[src/rtl/instr_batch_arbiter.sv]
// Round-robin arbiter between two instruction producers feeding the batch writer.
// Screens batch sizes, registers the granted batch and tracks RAM occupancy.
module instr_batch_arbiter #(
  parameter int DEPTH = 1024,
  parameter int CNT_W = 11
) (
  input  logic               clk,
  input  logic               rst_n,
  input  logic [1:0]         req_valid,
  output logic [1:0]         req_ready,
  input  logic [191:0]       req0_instructions,
  input  logic [3:0]         req0_quantity,
  input  logic [191:0]       req1_instructions,
  input  logic [3:0]         req1_quantity,
  input  logic               release_all,
  output logic               wr_enable,
  output logic [191:0]       wr_instructions,
  output logic [3:0]         wr_quantity,
  output logic [CNT_W-1:0]   words_used,
  output logic               full,
  output logic               err_pulse,
  output logic               err_src
);

  typedef enum logic [0:0] {IDLE = 1'b0, ISSUE = 1'b1} state_t;

  localparam logic [CNT_W:0] DEPTH_C = (CNT_W+1)'(DEPTH);

  state_t             state_r;
  logic               rr_r;
  logic               wr_enable_r;
  logic [191:0]       wr_instructions_r;
  logic [3:0]         wr_quantity_r;
  logic [CNT_W-1:0]   words_used_r;
  logic               err_pulse_r;
  logic               err_src_r;

  logic               cand_s;
  logic               cand_valid_s;
  logic [3:0]         cand_q_s;
  logic [191:0]       cand_instr_s;
  logic               legal_s;
  logic [CNT_W:0]     sum_s;
  logic               fits_s;
  logic               grant_s;

  function automatic logic qty_legal(input logic [3:0] q);
    return (q >= 4'd2) && (q <= 4'd6);
  endfunction

  // Candidate selection, legality and fit check; ready is Mealy on these.
  always_comb begin
    cand_s       = 1'b0;
    cand_valid_s = 1'b0;
    cand_q_s     = 4'd0;
    cand_instr_s = '0;
    grant_s      = 1'b0;
    req_ready    = 2'b00;
    if (req_valid[rr_r]) begin
      cand_s = rr_r;
    end else begin
      cand_s = ~rr_r;
    end
    cand_valid_s = req_valid[cand_s];
    if (cand_s) begin
      cand_q_s     = req1_quantity;
      cand_instr_s = req1_instructions;
    end else begin
      cand_q_s     = req0_quantity;
      cand_instr_s = req0_instructions;
    end
    legal_s = qty_legal(cand_q_s);
    sum_s   = {1'b0, words_used_r} + {{(CNT_W-3){1'b0}}, cand_q_s};
    fits_s  = (sum_s <= DEPTH_C);
    // Illegal batches are always drained; legal ones wait until they fit.
    if ((state_r == IDLE) && cand_valid_s && (!legal_s || fits_s)) begin
      grant_s = 1'b1;
    end else begin
      grant_s = 1'b0;
    end
    if (grant_s) begin
      req_ready = cand_s ? 2'b10 : 2'b01;
    end else begin
      req_ready = 2'b00;
    end
  end

  // Arbitration FSM with registered write, error and occupancy outputs.
  always_ff @(posedge clk or negedge rst_n) begin
    if (!rst_n) begin
      state_r           <= IDLE;
      rr_r              <= 1'b0;
      wr_enable_r       <= 1'b0;
      wr_instructions_r <= '0;
      wr_quantity_r     <= 4'd0;
      words_used_r      <= '0;
      err_pulse_r       <= 1'b0;
      err_src_r         <= 1'b0;
    end else begin
      err_pulse_r <= 1'b0;
      case (state_r)
        IDLE: begin
          wr_enable_r <= 1'b0;
          if (grant_s) begin
            rr_r <= ~cand_s;
            if (legal_s) begin
              wr_instructions_r <= cand_instr_s;
              wr_quantity_r     <= cand_q_s;
              wr_enable_r       <= 1'b1;
              state_r           <= ISSUE;
            end else begin
              err_pulse_r <= 1'b1;
              err_src_r   <= cand_s;
            end
          end
        end
        ISSUE: begin
          wr_enable_r <= 1'b0;
          state_r     <= IDLE;
        end
        default: begin
          wr_enable_r <= 1'b0;
          state_r     <= IDLE;
        end
      endcase
      // A release during ISSUE also covers the batch being written.
      if (release_all) begin
        words_used_r <= '0;
      end else if (state_r == ISSUE) begin
        words_used_r <= words_used_r + {{(CNT_W-4){1'b0}}, wr_quantity_r};
      end
    end
  end

  assign wr_enable       = wr_enable_r;
  assign wr_instructions = wr_instructions_r;
  assign wr_quantity     = wr_quantity_r;
  assign words_used      = words_used_r;
  assign full            = ((DEPTH_C - {1'b0, words_used_r}) < (CNT_W+1)'(2));
  assign err_pulse       = err_pulse_r;
  assign err_src         = err_src_r;

endmodule

[config.mk]
export PLATFORM = sky130hd
export DESIGN_NAME = instr_batch_arbiter
export DESIGN_NICKNAME = d
export VERILOG_FILES = /design/src/rtl/instr_batch_arbiter.sv
export SDC_FILE = /design/constraint.sdc
export NUM_CORES = 1
export LEC_CHECK = 0
export ABC_AREA = 1
export CORE_AREA = 2 2 236 238
export DETAILED_ROUTE_END_ITERATION = 10
export DIE_AREA = 0 0 238 240
export GPL_TIMING_DRIVEN = 0
export PLACE_DENSITY = 0.58
export SLEW_MARGIN = 20
export SYNTH_ARGS = -nofsm -noshare
export SYNTH_HDL_FRONTEND = slang
export SYNTH_SLANG_ARGS = --single-unit
[constraint.sdc]
create_clock -name clk -period 11.4 [get_ports clk]
set_clock_uncertainty 0.05 [all_clocks]
set_input_delay 2.28 -clock clk [delete_from_list [all_inputs] [get_ports clk]]
set_output_delay 2.28 -clock clk [all_outputs]
set_load 0.01 [all_outputs]
==> results.md <==
- Status: completed
- CP Buf/Inv Count: 7
- Max-Cap Viols: 0
- Int Pwr: 2.674 mW
- Setup Fix Bufs, Post-CTS: 0
- Peak supply drop: 0.00008791 V
- Syn_area_per_cell: 6.876 µm²
- Clock-pin slew on the worst setup and hold paths: 0.05 ns
- DRT antenna net count: 0
- Final net count: 2753
- WL/cell: 18.42 µm
- Detailed placement HPWL: 45.15 mm
- DR vias: 13.76k
- Die Y: 240 µm
- Clock Tree Root: clkbuf_16
- Die W: 238 µm
- Setup TNS: 0 ns
- Largest net degree at the start of global routing: 92
- CTS Hold Bufs: 0
- Gr usage total: 18.72%
- Post-route cell area: 19620 µm²
- Non-Filler Instances: 3065
- Worst Setup Path Type: input port to primary output
- CP max-delay cell: clkdlybuf4s50_1
- Initial antenna violation count: 3
- Hold Path Class: register to register
- Worst path max stage delay: 0.57 ns
- WP data required: 9.07 ns
- WHS Endpoint: wr_instructions[143]
- Reg2Reg Capture Point: wr_instructions[2]
- Ys Warns: 0
- Combinational share of power: 54.4%
- Layout cells sized above 1: 4.322%
- Sequential share of power: 27.4%
- R2R cell count: 16
- Mapped Nets: 2113
- Final setup vio count: 0
- Port Buf Inserts: 609
- Cell variety after synth: 31
- Overflow after GRT: 0
- Sequential cell area fraction in the yosys report: 45.09%
- Gp weighted congestion: 0.8866
- Die ar.: 57120 µm²
- Starting density of the core: 21.42%
- Switching Fraction: 42.94%
- Max-slew violations: 0
- Crit-path leading delay family: buffers and inverters
- Cell count after synthesis: 1703
- Routed WL: 56.46 mm
- Period utilization: 76.13%
- CP arrival: 6.35 ns
- Most frequent CP cell: nand2_1
- Most common cell after layout, fill and taps aside: nand2_1
- Global-route wire length before repair: 81.11 mm
- Clock Latency Late Sink: 0.55 ns
- Cell taking the most area after synthesis: dfrtp_1
- Post-CTS sizing: 0
- Residual DRC: 0
- PwrDens: 238.8 nW/µm²
- Worst Tran Pin Value: 0.8463 ns
- Hold Path Depth: 2
- Final Hold Viols: 0
- RSZ-0062 raised after global routing: no
- DP Cell Count: 3018
- Min Tclk post-route: 8.679 ns
- FF-to-FF Start: rr_r
- Core Area: 54660 µm²
- Inserted Clock Buffers: 27
- Area grow syn2layout: 67.56%
- Num ports: 610
- Synth area leaders: dfrtp_1, nand2_1, nand4_1, clkbuf_1, buf_2
- Hold WS: 0.4177 ns
- Vias in the first global route: 13.44k
- CTS Sinks: 211
- Placement Cell Area: 18750 µm²
- H-tree levels: 1
- Final setup margin: 2.721 ns
- Worst hold path startpoint: wr_instructions[143]
- Initial drt markers: 616
- Static Leak: 9.614 nW
- Crit path launch type: input port
- Setup crit end kind: primary output
- Post-place setup slack: 2.725 ns
- Share of the synthesized area in the top cell type: 45.09%
- Pre-antenna DRT Iters: 5
- CTS tree: built
- Mapped Area: 11710 µm²
- Commonest non-fill, non-tap cells in the layout: nand2_1, clkdlybuf4s50_1, dfrtp_1
- Clock power share: 18.3%
- Critical path fanouts, max: 10
- Bufs on Longest Clock Path: 3
- Fmax: 0.1152 GHz
- FP Rows: 86
- Reg2Reg Setup Slack: 7.15 ns
- Post-DR vias/cell: 4.489
- P_sw: 2.012 mW
- Slew Limit Headroom: 43.58%
- Flops & latches, synth: 211
per-layer routing:
metal	global-route usage [%]	vias up	routed length (µm)
li1	-	6753	-
met1	22.21	6374	22710
met2	33.32	561	27610
met3	4.822	70	4687
met4	5.322	0	1457
met5	0	-	0
worst max path at each step:
stage	from	end	slack, ns	cells past startpoint
3_3_place_gp	rst_n	wr_instructions[87]	-1.19	1
3_5_place_dp	req_valid[0]	req_ready[0]	2.73	25
6_report	req_valid[0]	req_ready[0]	2.72	25
4_1_cts	req_valid[0]	req_ready[0]	2.69	25
2_1_floorplan	req_valid[1]	req_ready[1]	4.46	22
5_1_grt	req_valid[1]	req_ready[0]	2.34	25
cell usage after synthesis, drive strengths merged:
library cell	number
inv	40
dfrtp	211
o211ai	1
a21oi	11
nor3	3
o2111ai	1
o21ai	12
o21a	1
fa	2
o22ai	2
ha	11
nor2	16
clkinv	2
a31oi	1
nand2	1034
nand4	196
clkbuf	71
nand3	26
buf	57
a41oi	1
nor4	2
xnor2	1
xor2	1
sequential cells by signal (all words and copies together), names as in the netlist:
name / count
err_pulse: 1
err_src: 1
rr_r: 1
words_used: 11
wr_enable: 1
wr_instructions: 192
wr_quantity: 4
per-stage QoR:
step,power [mW],util (%)
final,4.686,35.90
after floorplan,2.452,-
after CTS,4.746,35.89
after global routing,5.032,35.89
after detailed placement,3.860,34.30
after global placement,3.839,34.19
tightest hold or removal path, delay by kind of cell (launching register included):
kind	cells	cell delay, ns
flops	1	0.33
simple gates	2	0.10
area by class of cell:
| cell class | instances | area (µm²) |
|---|---|---|
| Antenna cell | 1 | 2.502 |
| Buffer | 128 | 554.3 |
| Clock buffer | 42 | 792.0 |
| Clock inverter | 4 | 76.32 |
| Fill cell | 5795 | 35040 |
| Inverter | 42 | 157.7 |
| Multi-Input combinational cell | 1322 | 5722 |
| Sequential cell | 211 | 5280 |
| Tap cell | 704 | 880.8 |
| Timing Repair Buffer | 611 | 6156 |
logic make-up after synthesis:
| group | count (synthesis) | share of synthesized area, % |
|---|---|---|
| simple gates | 1277 | 45.58 |
| flops | 211 | 45.09 |
| buf+inv | 170 | 6.048 |
| compound gates | 30 | 1.614 |
| fa+ha+maj | 13 | 1.517 |
| xor+xnor | 2 | 0.1496 |
power groups by stage:
stage	clock network, mW	registers, mW	logic [mW]
floorplan	0	1.41	1.04
global placement	0	1.28	2.56
detailed placement	0	1.29	2.57
CTS	0.881	1.29	2.58
global route	0.910	1.32	2.80
finish	0.856	1.28	2.55
Note: power is estimated with default switching activity, not from simulation.
